$ cat src/rtl/uart_pkg.sv
// Shared UART definitions: receive FSM states, defaults and the baud-divisor clamp.
package uart_pkg;

  typedef enum logic [2:0] {
    S_IDLE,
    S_START,
    S_DATA,
    S_PARITY,
    S_STOP1,
    S_STOP2,
    S_WAIT_IDLE
  } uart_state_e;

  localparam int DEFAULT_K = 109;
  localparam int MIN_DLEN  = 5;

  // A divisor below 2 would leave no room for a half-bit start check.
  function automatic logic [31:0] k_eff_clamp(input logic [31:0] k);
    return (k < 32'd2) ? 32'd2 : k;
  endfunction

endpackage

$ cat src/rtl/uart_bit_timer.sv
// Bit-time counter shared by the UART engines: counts up to a half or full bit and flags btu.
module uart_bit_timer #(
  parameter int KW = 19
) (
  input  logic          clk_i,
  input  logic          rst_i,
  input  logic          run_i,
  input  logic          clr_i,
  input  logic          half_i,
  input  logic [KW-1:0] k_eff_i,
  output logic          btu_o
);

  logic [KW-1:0] cnt_q, cnt_d;
  logic [KW-1:0] target;

  always_comb begin
    target = half_i ? (k_eff_i >> 1) : (k_eff_i - KW'(1));
    btu_o  = run_i && (cnt_q == target);
    cnt_d  = cnt_q + KW'(1);
    if (!run_i || clr_i || btu_o) cnt_d = '0;
  end

  always_ff @(posedge clk_i) begin
    if (rst_i) cnt_q <= '0;
    else       cnt_q <= cnt_d;
  end

endmodule

$ cat src/rtl/uart_rx_engine_gen.sv
// Parametrised UART receiver: synchronised rx, 5..MAXD data bits, optional parity, 1/2 stop bits,
// false-start rejection and framing/parity/break flags held from one frame end to the next.
module uart_rx_engine_gen
  import uart_pkg::*;
#(
  parameter int KW   = 19,
  parameter int MAXD = 9
) (
  input  logic            clk,
  input  logic            rst,
  input  logic            rx,
  input  logic [KW-1:0]   k,
  input  logic [3:0]      dlen,
  input  logic            p_en,
  input  logic            p_odd,
  input  logic            two_stop,
  output logic            start,
  output logic            btu,
  output logic            busy,
  output logic            done,
  output logic [MAXD-1:0] rx_data,
  output logic            perr,
  output logic            ferr,
  output logic            brk
);

  localparam logic [3:0] DMIN = 4'(MIN_DLEN);
  localparam logic [3:0] DMAX = 4'(MAXD);

  logic            rx_m_q, rx_s_q;
  uart_state_e     state_q, state_d;
  logic [KW-1:0]   keff_q, keff_d, keff_c;
  logic [3:0]      dlen_q, dlen_d, dlen_c;
  logic            p_en_q, p_en_d, p_odd_q, p_odd_d, two_stop_q, two_stop_d;
  logic [MAXD-1:0] shift_q, shift_d;
  logic [3:0]      idx_q, idx_d;
  logic            par_q, par_d;
  logic            zero_q, zero_d;
  logic            s1bad_q, s1bad_d;
  logic            start_q, start_d, done_q, done_d;
  logic [MAXD-1:0] data_q, data_d;
  logic            perr_q, perr_d, ferr_q, ferr_d, brk_q, brk_d;
  logic            btu_w, frame_end, ferr_n, brk_n;

  uart_bit_timer #(.KW(KW)) u_timer (
    .clk_i   (clk),
    .rst_i   (rst),
    .run_i   (state_q != S_IDLE),
    .clr_i   (state_d != state_q),
    .half_i  (state_q == S_START),
    .k_eff_i (keff_q),
    .btu_o   (btu_w)
  );

  always_comb begin
    state_d    = state_q;
    keff_d     = keff_q;
    dlen_d     = dlen_q;
    p_en_d     = p_en_q;
    p_odd_d    = p_odd_q;
    two_stop_d = two_stop_q;
    shift_d    = shift_q;
    idx_d      = idx_q;
    par_d      = par_q;
    zero_d     = zero_q;
    s1bad_d    = s1bad_q;
    start_d    = 1'b0;
    done_d     = 1'b0;
    data_d     = data_q;
    perr_d     = perr_q;
    ferr_d     = ferr_q;
    brk_d      = brk_q;
    frame_end  = 1'b0;
    ferr_n     = 1'b0;
    brk_n      = 1'b0;

    keff_c = KW'(k_eff_clamp(32'(k)));
    dlen_c = dlen;
    if (dlen < DMIN)      dlen_c = DMIN;
    else if (dlen > DMAX) dlen_c = DMAX;

    case (state_q)
      S_IDLE: begin
        if (!rx_s_q) begin
          state_d    = S_START;
          start_d    = 1'b1;
          keff_d     = keff_c;
          dlen_d     = dlen_c;
          p_en_d     = p_en;
          p_odd_d    = p_odd;
          two_stop_d = two_stop;
          shift_d    = '0;
          idx_d      = '0;
          par_d      = 1'b0;
          zero_d     = 1'b1;
          s1bad_d    = 1'b0;
        end
      end
      S_START: begin
        if (btu_w) state_d = rx_s_q ? S_IDLE : S_DATA;
      end
      S_DATA: begin
        if (btu_w) begin
          for (int i = 0; i < MAXD; i++) begin
            if (idx_q == 4'(i)) shift_d[i] = rx_s_q;
          end
          zero_d = zero_q & ~rx_s_q;
          if (idx_q == dlen_q - 4'd1) state_d = p_en_q ? S_PARITY : S_STOP1;
          else                        idx_d   = idx_q + 4'd1;
        end
      end
      S_PARITY: begin
        if (btu_w) begin
          par_d   = rx_s_q;
          zero_d  = zero_q & ~rx_s_q;
          state_d = S_STOP1;
        end
      end
      S_STOP1: begin
        if (btu_w) begin
          if (two_stop_q) begin
            s1bad_d = ~rx_s_q;
            state_d = S_STOP2;
          end else begin
            frame_end = 1'b1;
            ferr_n    = ~rx_s_q;
            brk_n     = zero_q & ~rx_s_q;
          end
        end
      end
      S_STOP2: begin
        if (btu_w) begin
          frame_end = 1'b1;
          ferr_n    = s1bad_q | ~rx_s_q;
          brk_n     = zero_q & s1bad_q;
        end
      end
      S_WAIT_IDLE: begin
        // Hold off re-arming until the line has returned high, so a break yields one frame.
        if (rx_s_q) state_d = S_IDLE;
      end
      default: state_d = S_IDLE;
    endcase

    if (frame_end) begin
      done_d  = 1'b1;
      data_d  = shift_q;
      perr_d  = p_en_q & ((^shift_q ^ par_q) != p_odd_q);
      ferr_d  = ferr_n;
      brk_d   = brk_n;
      state_d = ferr_n ? S_WAIT_IDLE : S_IDLE;
    end
  end

  // ---- control and output registers ----
  always_ff @(posedge clk) begin
    if (rst) begin
      rx_m_q  <= 1'b1;
      rx_s_q  <= 1'b1;
      state_q <= S_IDLE;
      keff_q  <= KW'(DEFAULT_K);
      start_q <= 1'b0;
      done_q  <= 1'b0;
      data_q  <= '0;
      perr_q  <= 1'b0;
      ferr_q  <= 1'b0;
      brk_q   <= 1'b0;
    end else begin
      rx_m_q  <= rx;
      rx_s_q  <= rx_m_q;
      state_q <= state_d;
      keff_q  <= keff_d;
      start_q <= start_d;
      done_q  <= done_d;
      data_q  <= data_d;
      perr_q  <= perr_d;
      ferr_q  <= ferr_d;
      brk_q   <= brk_d;
    end
  end

  // ---- frame datapath, initialised on every accepted start edge ----
  always_ff @(posedge clk) begin
    dlen_q     <= dlen_d;
    p_en_q     <= p_en_d;
    p_odd_q    <= p_odd_d;
    two_stop_q <= two_stop_d;
    shift_q    <= shift_d;
    idx_q      <= idx_d;
    par_q      <= par_d;
    zero_q     <= zero_d;
    s1bad_q    <= s1bad_d;
  end

  assign start   = start_q;
  assign btu     = btu_w;
  assign busy    = (state_q != S_IDLE);
  assign done    = done_q;
  assign rx_data = data_q;
  assign perr    = perr_q;
  assign ferr    = ferr_q;
  assign brk     = brk_q;

endmodule

$ cat config.mk
export PLATFORM = sky130hd
export DESIGN_NAME = uart_rx_engine_gen
export DESIGN_NICKNAME = d
export VERILOG_FILES = /design/src/rtl/uart_pkg.sv /design/src/rtl/uart_bit_timer.sv /design/src/rtl/uart_rx_engine_gen.sv
export SDC_FILE = /design/constraint.sdc
export NUM_CORES = 1
export LEC_CHECK = 0
export CORE_MARGIN = 2
export CORE_UTILIZATION = 35
export CTS_CLUSTER_DIAMETER = 60
export CTS_CLUSTER_SIZE = 16
export DETAILED_ROUTE_END_ITERATION = 8
export PLACE_DENSITY = 0.54
export SYNTH_ARGS = -nofsm -noshare
export SYNTH_HDL_FRONTEND = slang
export SYNTH_SLANG_ARGS = --single-unit
$ cat constraint.sdc
create_clock -name clk -period 4.4 [get_ports clk]
set_input_delay 0.88 -clock clk [delete_from_list [all_inputs] [get_ports clk]]
set_output_delay 0.88 -clock clk [all_outputs]
set_load 0.03 [all_outputs]
* Word level (Yosys, flattened, before mapping)
Cells that the tools add are included.
Storage, ports and cells: flip-flop bits (word level) 80, input bits 29, output and inout bits 16, word-level logic and storage cells 162
Cells by class: add/subtract/negate cells 4, magnitude comparators 3, equality and inequality tests 34, multiplexer cells 55, bitwise gates (word level) 7, reductions and logical operators 30
Operators with widths (count):
- AND reduction 4 bit | 11
- two-way mux 19 bit | 2
- two-way mux 3 bit | 11
- != test 2 bit, second input constant | 15
- two-way mux 1 bit | 26
- case mux 3 bit (7 select lines) | 1
- adder 19 x 1 -> 19 bit, second input constant | 1
- == test 19 bit | 1
- less-than comparator 19 x 2 -> 1 bit, second input constant | 1
- subtractor 19 x 1 -> 19 bit, second input constant | 1
- two-way mux 9 bit | 2
- case mux 9 bit (2 select lines) | 1
- == test 4 x 3 -> 1 bit, second input constant | 4
- two-way mux 4 bit | 4
- case mux 1 bit (2 select lines) | 6
- == test 3 bit, second input constant | 3
- XOR reduction 9 bit | 1
- == test 4 x 2 -> 1 bit, second input constant | 2
- case mux 4 bit (2 select lines) | 1
- nonzero test 2 bit | 4
- OR reduction 2 bit | 4
- == test 3 x 2 -> 1 bit, second input constant | 2
- AND reduction 3 bit | 2
- adder 4 x 1 -> 4 bit, second input constant | 1
- other kinds (22) | 26

* Longest topological paths before layout
Gate-level depths: netlist of the first run.
depth after elaboration 12, gate-level depth with buffers 13, depth with buffers taken out 10

* Hierarchy
Synthesis of the first run repeated with hierarchy kept, for this count alone.
Second synthesis, totals: cells, all modules 597, area total of the unflattened synthesis 5074.9 µm²
By module, submodules not included:
- uart_rx_engine_gen | times used 1, cells each 292, area each 2762.6 µm², sequential area each 1451.4 µm²
- uart_bit_timer | times used 1, cells each 305, area each 2312.2 µm², sequential area each 380.4 µm²

* Worst setup path after synthesis of the first run
Ideal clock, no wire load.
path kind register -> output, start reg keff_q[1], end out btu, arrival 3163 ps, data required time 3520 ps, path slack 357 ps, cell stages (with the launch flop) 13, buffers on the path 2, cells stage by stage dfxtp_1 inv_1 ha_1 or4b_1 clkbuf_2 or2_1 buf_2 o41a_1 or2_1 o311ai_2 and3_1 and3_1 and2_1
On the way: word-level cells in the longest chain between the ends 4
Ends and longest elaborated chain:
- start: declaration | RTL line uart_rx_engine_gen.sv:32 | logic [KW-1:0] keff_q, keff_d, keff_c;
- start signal: assignment | RTL line uart_rx_engine_gen.sv:161 | keff_q <= KW'(DEFAULT_K);
- start signal: assignment | RTL line uart_rx_engine_gen.sv:172 | keff_q <= keff_d;
- subtractor 19 x 1 -> 19 bit | RTL line uart_bit_timer.sv:18 | target = half_i ? (k_eff_i >> 1) : (k_eff_i - KW'(1));
- two-way mux 19 bit * | RTL line uart_bit_timer.sv:18
- == test 19 bit * | RTL line uart_bit_timer.sv:19 | btu_o = run_i && (cnt_q == target);
- logical AND 1 bit * | RTL line uart_bit_timer.sv:19
- end: declaration | RTL line uart_rx_engine_gen.sv:18 | output logic btu,
Every way passes the cells marked *; elsewhere a longest branch is shown, timed or not.

* Worst setup path after layout of the first run
start reg keff_q[0], end out btu
On the way: word-level cells in the longest chain between the ends 4
Ends and longest elaborated chain (RTL line):
- subtractor 19 x 1 -> 19 bit | uart_bit_timer.sv:18
- two-way mux 19 bit | uart_bit_timer.sv:18
- == test 19 bit | uart_bit_timer.sv:19
- logical AND 1 bit | uart_bit_timer.sv:19
No other way between the ends.

==> flow_metrics.env, run 1 <==
export IMPL_status="finished clean"
export IMPL_slew_headroom_pct=45.6
export IMPL_p_leak_uw=0.00195
export IMPL_avgSynthCellArea_um2=8.48
export IMPL_drcViolationCount=0
export IMPL_drive_above_1_share_pct=8.89
export IMPL_drtAntennaViolNets=0
export IMPL_finalHoldViolCount=0
export IMPL_slew_violations=0
export IMPL_syn_inst=574
export IMPL_cts_tree="done"
export IMPL_synth_common_cells="63 x nand2_1, 57 x dfxtp_1, 39 x xnor2_1, 37 x clkbuf_1, 35 x nor4_1"
export IMPL_yosysMostFrequentCell="nand2_1"
export IMPL_gr_total_overflow=0
export IMPL_start_util_pct=35.5
export IMPL_clock_path_buffers=2
export IMPL_cts_sinks=80
export IMPL_hold_buffers=0
export IMPL_gp_congestion=0.908
export IMPL_worstSetupPathType="flip-flop to output port"
export IMPL_drt_iter0_markers=294
export IMPL_critPathLaunch="keff_q[0]"
export IMPL_syn_area_um2=4870
export IMPL_fp_row_count=43
export IMPL_ys_seq_elements=80
export IMPL_instances_no_fill=776
export IMPL_ys_async_sr_fraction_pct=0
export IMPL_viasPerCell=5.47
export IMPL_finalNetCount=627
export IMPL_design_die_area_um2=14900
export IMPL_ios=45
export IMPL_grt_max_degree=41
export IMPL_cts_made_buffers=9
export IMPL_max_clock_freq_mhz=235
export IMPL_ys_top_cells_by_area="dfxtp_1 23%, edfxtp_1 14%, xnor2_1 7.0%, xor2_1 5.2%, nand2_1 4.9%"
export IMPL_dp_cells=759
export IMPL_yosysTopAreaCellShare_pct=23.4
export IMPL_antenna_found_initial=0
export IMPL_hold_path_startpoint="rx_m_q"
export IMPL_coreArea_um2=13700
export IMPL_clk_pin_slew_worst_paths_ns=0.06
export IMPL_cap_violations=0
export IMPL_synth_warning_count=0
export IMPL_port_buffers=44
export IMPL_synth_distinct_cells=58
export IMPL_synth_ff_type="dfxtp_1"
export IMPL_grt_pass1_wl_um=20900
export IMPL_synth_top_area_cell="dfxtp_1"
export IMPL_die_w_um=122
export IMPL_whs_ns=0.408
export IMPL_routedWlPerCell_um=16.1
export IMPL_crit_fanout=5
export IMPL_setup_viol=0
export IMPL_holdCritPathClass="flip-flop to flip-flop"
export IMPL_synth_edf_count=23
export IMPL_cp_end_kind="output port"
export IMPL_vias=4242
export IMPL_ys_seq_area_share_pct=37.6
export IMPL_first_global_vias=4029
export IMPL_drt_total_wl_um=12500
export IMPL_clockRootBuffer="clkbuf_16"
export IMPL_max_vdd_ir_drop_mv=0.165
export IMPL_area_growth_pct=18.9
export IMPL_worstPathArrival_ns=3.38
export IMPL_worst_slew_pin_slew_ns=0.816
export IMPL_post_route_min_period_ns=4.26
export IMPL_htree_levels=3
export IMPL_drt_pass1_iter_count=4
export IMPL_clock_latency_ns=0.35
export IMPL_skew_ns=0.00775
export IMPL_power_density_nw_per_um2=309
export IMPL_min_period_over_period_pct=96.7
export IMPL_critPathLaunchType="flip-flop"
export IMPL_utilization_pct=42.2
export IMPL_dpl_hpwl_um=9260
export IMPL_cp_required_ns=3.52
export IMPL_grtUsageTotal_pct=17.8
export IMPL_r2r_start="keff_q[0]"
export IMPL_die_h_um=122
export IMPL_syn_nets=610
export IMPL_antenna_cells=0
power breakdown:
part	total, uW	internal (uW)	leakage (uW)	switching [uW]
Sequential	793	771	0.000669	21.8
Combinational	175	81.2	0.00112	93.6
Clock	821	488	0.000163	333
worst paths after layout:
path | to | slack [ns] | depth (start not counted)
worst max-delay path | btu | 0.14 | 11
worst min-delay path | rx_s_q | 0.41 | 1
worst max register to register | idx_q[3] | 0.56 | 11
worst min register to register | rx_s_q | 0.41 | 1
critical path: stages, from the launching register on:
cell and delay [ns]:
dfxtp_1 0.34, inv_1 0.10, ha_4 0.15, or4b_1 0.46
or2_4 0.30, o41a_1 0.43, or2_4 0.27, o311ai_4 0.27
and3_4 0.22, and3_4 0.20, and2_1 0.13, buf_4 0.16
layout make-up:
type | count | area [um2]
Multi-Input combinational cell | 431 | 2830
Inverter | 14 | 52.6
Clock buffer | 10 | 250
Timing Repair Buffer | 55 | 520
Sequential cell | 80 | 1830
Clock inverter | 6 | 78.8
Fill cell | 1376 | 7930
Tap cell | 180 | 225
cell usage in the layout, fill, tap and decap left out, drive strengths merged, types with 3 or more instances in the layout:
master / instances
xor2: 29
nor2b: 10
o21ai: 15
clkbuf: 10
mux2i: 4
xnor2: 39
dfxtp: 57
and3: 12
nor2: 28
nor4: 37
or3: 8
nand2b: 7
o21a: 3
or3b: 3
a21oi: 33
o31ai: 13
nand2: 63
and2: 3
nand3: 14
edfxtp: 23
a31oi: 3
nand3b: 7
or4: 5
inv: 18
ha: 7
a211oi: 3
or2: 9
buf: 12
clkdlybuf4s50: 43
nand4: 23
nor3: 15
a22oi: 9
nor4b: 4
logic make-up after synthesis:
family                     Yosys count  share of synthesized area [%]
muxes                                5                           1.05
buffers and inverters               63                           5.22
DFF                                 80                           37.6
xor gates and xnor gates            68                           12.2
and+or+nand+nor                    254                           28.5
adders and majority gates            7                           1.80
AOI/OAI and AO/OA                   97                           13.5
flip-flops by register name (all words and copies together) (netlist names), 3 cells and up:
register,count
dlen_q,4
idx_q,4
keff_q,19
rx_data,9
shift_q,9
state_q,3
u_timer.cnt_q,19
what timing repair did:
action	4_1_cts	5_1_grt
resized for setup	2	9
setup buffers	0	1
pin swaps	2	1
endpoints found under the setup margin	1	1
through the flow:
step / cell area [um2] / total power, uW / setup TNS [ns] / setup slack [ns]
5_1_grt: 5790 / 1860 / -0.00439 / -0.00439
6_report: 5790 / 1790 / 0 / 0.145
3_3_place_gp: 5400 / 975 / 0 / 0.398
3_5_place_dp: 5400 / 977 / 0 / 0.314
2_1_floorplan: 4870 / 915 / 0 / 0.357
4_1_cts: 5740 / 1800 / 0 / 0.0321
metal layers:
layer,routed length (um),track usage [%],vias up
met5,0,0,-
met4,259,6.90,0
met3,514,2.62,19
met2,5400,26.2,96
met1,6330,26.3,2007
li1,-,-,2120
Note: power is estimated with default switching activity, not from simulation.
==> run 2: changes to the inputs <==
--- a/config.mk
+++ b/config.mk
@@ -5,12 +5,14 @@
 export SDC_FILE = /design/constraint.sdc
 export NUM_CORES = 1
 export LEC_CHECK = 0
+export CELL_PAD_IN_SITES_DETAIL_PLACEMENT = 1
+export CELL_PAD_IN_SITES_GLOBAL_PLACEMENT = 1
 export CORE_MARGIN = 2
 export CORE_UTILIZATION = 35
 export CTS_CLUSTER_DIAMETER = 60
 export CTS_CLUSTER_SIZE = 16
 export DETAILED_ROUTE_END_ITERATION = 8
-export PLACE_DENSITY = 0.54
+export PLACE_DENSITY = 0.67
 export SYNTH_ARGS = -nofsm -noshare
 export SYNTH_HDL_FRONTEND = slang
 export SYNTH_SLANG_ARGS = --single-unit
==> run 2 against run 1 <==
  * Cell area decreased by 0.19%
  * Combinational power increased by 3%
  * First-iteration DRC count increased by 22%
  * Clock skew about the same
  * Clock power decreased by 7.3%
  * Core utilization decreased by 0.082 points
  * Die area unchanged
  * Highest routed layer unchanged
==> flow_metrics.env, run 2 (synthesized netlist as in run 1, its figures left out) <==
export IMPL_dp_cells=760
export IMPL_most_common_layout_cells="63 x nand2_1, 57 x dfxtp_1, 43 x clkdlybuf4s50_1"
export IMPL_final_common_cell="nand2_1"
export IMPL_status="finished clean"
export IMPL_finalNetCount=629
export IMPL_grtUsageTotal_pct=19.7
export IMPL_crit_fanout=5
export IMPL_n_fill_cell=1623
export IMPL_post_route_min_period_ns=4.29
export IMPL_die_w_um=122
export IMPL_drcViolationCount=0
export IMPL_fin_tns_setup_ns=0
export IMPL_hold_path_startpoint="rx_m_q"
export IMPL_port_buffers=44
export IMPL_drtAntennaViolNets=0
export IMPL_p_leak_uw=0.00193
export IMPL_worst_r2r_setup_slack_ns=0.49
export IMPL_instances_no_fill=778
export IMPL_total_power_uw=1730
export IMPL_worstSetupPathType="flip-flop to output port"
export IMPL_fp_row_count=43
export IMPL_rr_worst_depth=11
export IMPL_routedWlPerCell_um=18.0
export IMPL_critPathLaunchType="flip-flop"
export IMPL_whs_ns=0.410
export IMPL_design_die_area_um2=14900
export IMPL_power_density_nw_per_um2=300
export IMPL_top_regs="keff_q (19), u_timer.cnt_q (19)"
export IMPL_min_period_over_period_pct=97.4
export IMPL_grt_max_degree=41
export IMPL_viasPerCell=5.49
export IMPL_grt_pass1_wl_um=22800
export IMPL_gr_total_overflow=0
export IMPL_ios=45
export IMPL_slew_violations=0
export IMPL_htree_levels=3
export IMPL_rsz0062_at_grt="no"
export IMPL_coreArea_um2=13700
export IMPL_drive_above_1_share_pct=9.36
export IMPL_clockRootBuffer="clkbuf_16"
export IMPL_gp_congestion=0.930
export IMPL_cp_end_kind="output port"
export IMPL_holdCritPathClass="flip-flop to flip-flop"
export IMPL_r2r_end="idx_q[3]"
export IMPL_utilization_pct=42.1
export IMPL_drt_total_wl_um=14000
export IMPL_vias=4269
export IMPL_hold_buffers=0
export IMPL_cts_sinks=80
export IMPL_first_global_vias=4313
export IMPL_clock_latency_ns=0.35
export IMPL_whs_path_depth=1
export IMPL_cts_tree="done"
export IMPL_max_vdd_ir_drop_mv=0.122
export IMPL_cp_required_ns=3.52
export IMPL_antenna_cells=0
export IMPL_antenna_found_initial=0
export IMPL_finalHoldViolCount=0
export IMPL_area_growth_pct=18.7
export IMPL_max_clock_freq_mhz=233
export IMPL_clock_path_buffers=2
export IMPL_worst_slew_pin_slew_ns=0.865
export IMPL_skew_ns=0.00791
export IMPL_whs_endpoint="rx_s_q"
export IMPL_start_util_pct=35.5
export IMPL_cap_violations=0
export IMPL_worstPathArrival_ns=3.41
export IMPL_setup_viol=0
export IMPL_drt_pass1_iter_count=4
export IMPL_dpl_hpwl_um=10500
export IMPL_clk_pin_slew_worst_paths_ns=0.06
export IMPL_slew_headroom_pct=42.3
export IMPL_drt_iter0_markers=358
export IMPL_r2r_start="keff_q[0]"
export IMPL_cts_made_buffers=9
export IMPL_die_h_um=122
[run 2: area by class of cell]
class	instances	area (um2)	share of cell area [%]
Timing Repair Buffer	57	536	9.27
Clock inverter	6	67.6	1.17
Tap cell	180	225	3.90
Sequential cell	80	1830	31.7
Inverter	14	52.6	0.910
Clock buffer	10	229	3.96
Multi-Input combinational cell	431	2830	49.1
[run 2: where the power goes]
group,switching (uW),internal (uW)
Combinational,97.8,82.8
Sequential,22.0,771
Clock,318,443
Total,438,1300
[run 2: worst max path at each step]
stage	from	end	depth (start not counted)	slack [ns]
after detailed placement	keff_q[1]	btu	11	0.23
after global routing	keff_q[0]	btu	11	0.003
final	keff_q[0]	btu	11	0.11
after CTS	keff_q[0]	btu	11	0.009
after global placement	keff_q[1]	btu	11	0.39
after floorplan	keff_q[1]	btu	12	0.36
[run 2: metal layers]
metal  wire [um]  GRT usage (%)
met1        6850           27.4
met2        6260           30.8
met3         621           3.28
met4         287           7.18
met5           0              0
[run 2: critical path, stage by stage (launching register included)]
cell,delay (ns)
dfxtp_1,0.35
inv_2,0.09
ha_4,0.15
or4b_4,0.47
or2_4,0.30
o41a_1,0.44
or2_4,0.28
o311ai_4,0.26
and3_4,0.24
and3_4,0.20
and2_1,0.13
buf_4,0.16
[run 2: repair_timing]
item	CTS	global route
resized for setup	5	8
hold endpoints to repair	0	0
buffers inserted	1	1
setup endpoints to repair	1	1
pin swaps	0	1
[run 2: metrics by stage]
stage / cell area [um2] / setup slack [ns]
after floorplan: 4870 / 0.357
after CTS: 5750 / 0.00923
after detailed placement: 5410 / 0.230
final: 5780 / 0.115
after global routing: 5780 / 0.00279
after global placement: 5410 / 0.392
==> run 3: changes to the inputs <==
--- a/config.mk
+++ b/config.mk
@@ -12,7 +12,8 @@
 export CTS_CLUSTER_DIAMETER = 60
 export CTS_CLUSTER_SIZE = 16
 export DETAILED_ROUTE_END_ITERATION = 8
-export PLACE_DENSITY = 0.67
+export DONT_BUFFER_PORTS = 1
+export PLACE_DENSITY = 0.62
 export SYNTH_ARGS = -nofsm -noshare
 export SYNTH_HDL_FRONTEND = slang
 export SYNTH_SLANG_ARGS = --single-unit
==> run 3 against run 2 <==
  * Global-route usage shrank 0.11 points
  * Cell area down 7.8%
  * Final cell count shrank 5.5%
  * Highest routed layer unchanged
  * Via count decreased by 2.1%
==> flow_metrics.env, run 3 (synthesized netlist as in run 1, its figures left out) <==
export IMPL_worst_r2r_setup_slack_ns=0.54
export IMPL_holdCritPathClass="flip-flop to flip-flop"
export IMPL_fin_tns_setup_ns=0
export IMPL_cp_slowest_cell="or4b_4"
export IMPL_crit_chain="inv_1 -> ha_4 -> or4b_4 -> or2_4 -> o41a_1 -> o21ai_0 -> o311ai_4 -> and3_4 -> and3_4 -> and2_4 -> buf_12"
export IMPL_design_die_area_um2=14900
export IMPL_grt_pass1_wl_um=22400
export IMPL_max_clock_freq_mhz=234
export IMPL_ios=45
export IMPL_area_growth_pct=9.46
export IMPL_clk_pin_slew_worst_paths_ns=0.06
export IMPL_cp_required_ns=3.52
export IMPL_antenna_cells=0
export IMPL_rr_worst_depth=8
export IMPL_setup_viol=0
export IMPL_whs_ns=0.411
export IMPL_die_w_um=122
export IMPL_postLayoutCellArea_um2=5330
export IMPL_dpl_hpwl_um=10200
export IMPL_clock_path_buffers=2
export IMPL_grtUsageTotal_pct=19.6
export IMPL_routedWlPerCell_um=18.7
export IMPL_hold_path_startpoint="rx_m_q"
export IMPL_rsz0062_at_grt="no"
export IMPL_max_vdd_ir_drop_mv=0.152
export IMPL_port_buffers=0
export IMPL_status="finished clean"
export IMPL_cp_common_cell="and3_4"
export IMPL_post_route_min_period_ns=4.28
export IMPL_slew_headroom_pct=45.8
export IMPL_slew_violations=0
export IMPL_r2r_end="idx_q[1]"
export IMPL_cts_sinks=80
export IMPL_drive_above_1_share_pct=9.73
export IMPL_dpl_instance_area_um2=5000
export IMPL_viasPerCell=5.69
export IMPL_skew_ns=0.00486
export IMPL_whs_endpoint="rx_s_q"
export IMPL_critPathLaunch="keff_q[0]"
export IMPL_coreArea_um2=13700
export IMPL_total_power_uw=1640
export IMPL_drcViolationCount=0
export IMPL_drtAntennaViolNets=0
export IMPL_clockRootBuffer="clkbuf_16"
export IMPL_path_buf_inv=2
export IMPL_min_period_over_period_pct=97.2
export IMPL_critPathTopFamily="simple AND/OR/NAND/NOR gates"
export IMPL_first_global_vias=4257
export IMPL_power_density_nw_per_um2=308
export IMPL_most_common_layout_cells="63 x nand2_1, 57 x dfxtp_1, 39 x xnor2_1"
export IMPL_vias=4179
export IMPL_antenna_found_initial=0
export IMPL_cp_end_kind="output port"
export IMPL_top_regs="keff_q (19), u_timer.cnt_q (19)"
export IMPL_drt_iter0_markers=270
export IMPL_whs_path_depth=1
export IMPL_gp_congestion=0.896
export IMPL_crit_fanout=5
export IMPL_final_common_cell="nand2_1"
export IMPL_slowest_delay_ns=0.47
export IMPL_htree_levels=3
export IMPL_gr_total_overflow=0
export IMPL_cts_tree="done"
export IMPL_grt_max_degree=41
export IMPL_worst_slew_pin_slew_ns=0.814
export IMPL_p_leak_uw=0.00176
export IMPL_cap_violations=0
export IMPL_fp_row_count=43
export IMPL_r2r_start="keff_q[5]"
export IMPL_drt_total_wl_um=13800
export IMPL_worstPathArrival_ns=3.40
export IMPL_drt_pass1_iter_count=4
export IMPL_worstSetupPathType="flip-flop to output port"
export IMPL_finalNetCount=586
export IMPL_cts_made_buffers=9
export IMPL_finalHoldViolCount=0
export IMPL_clock_latency_ns=0.35
export IMPL_die_h_um=122
export IMPL_critPathLaunchType="flip-flop"
export IMPL_start_util_pct=35.5
==> run 3: cell types whose count changed in the layout (fill, tap and decap cells not counted), sizes merged <==
cell | before | now
bufinv | 1 | 0
clkinvlp | 2 | 3
clkdlybuf4s50 | 43 | 0
inv | 15 | 14
clkinv | 2 | 3
==> run 3: metrics by stage <==
step / setup slack, ns / std cells / util, %
6_report: 0.124 / 735 / 38.8
5_1_grt: 0.00511 / 735 / 38.8
2_1_floorplan: 0.357 / 574 / -
3_5_place_dp: 0.280 / 718 / 36.5
3_3_place_gp: 0.360 / 718 / 36.5
4_1_cts: 0.0255 / 735 / 38.6
==> run 3: worst max path at each step <==
| stage | slack, ns | cells after the start | end |
|---|---|---|---|
| after floorplan | 0.36 | 12 | btu |
| after global placement | 0.36 | 11 | btu |
| after detailed placement | 0.28 | 11 | btu |
| after CTS | 0.03 | 11 | btu |
| after global routing | 0.005 | 9 | btu |
| final | 0.12 | 11 | btu |
==> run 3: cell type report <==
type                    instances  area [um2]
well taps                     180         225
flip-flops and latches         80        1830
multi-input cells             431        2830
repair buffers                 14         118
clock buffers                  10         229
clock inverters                 6        45.0
inverters                      14        52.6
fillers                      1617        8390
==> run 3: what timing repair did <==
action | CTS | global route
gates resized for setup | 4 | 6
pin swaps | 0 | 2
hold buffers | 0 | 0
setup buffers | 1 | 0
endpoints found under the setup margin | 1 | 1
==> run 3: where the power goes <==
group | internal (uW) | leakage [uW] | switching [uW] | total [uW]
Clock | 384 | 0.000125 | 320 | 704
Combinational | 59.2 | 0.000970 | 84.7 | 144
Sequential | 771 | 0.000669 | 22.0 | 793
==> run 3: worst reg2reg max path, stage by stage, from the launching register on <==
cell     delay (ns)
dfxtp_1        0.40
or3_1          0.51
or3_1          0.58
o21a_1         0.25
nor4b_1        0.38
and4b_1        0.25
nand4_1        0.17
or3_1          0.56
a21oi_1        0.41
==> run 3: per-layer routing <==
layer / vias to the layer above / track usage (%) / part of all wire [%]
met4: 0 / 7.18 / 1.8
met3: 15 / 3.89 / 5.2
met2: 81 / 29.9 / 44
met5: - / 0 / 0
li1: 2030 / - / -
met1: 2053 / 27.4 / 49
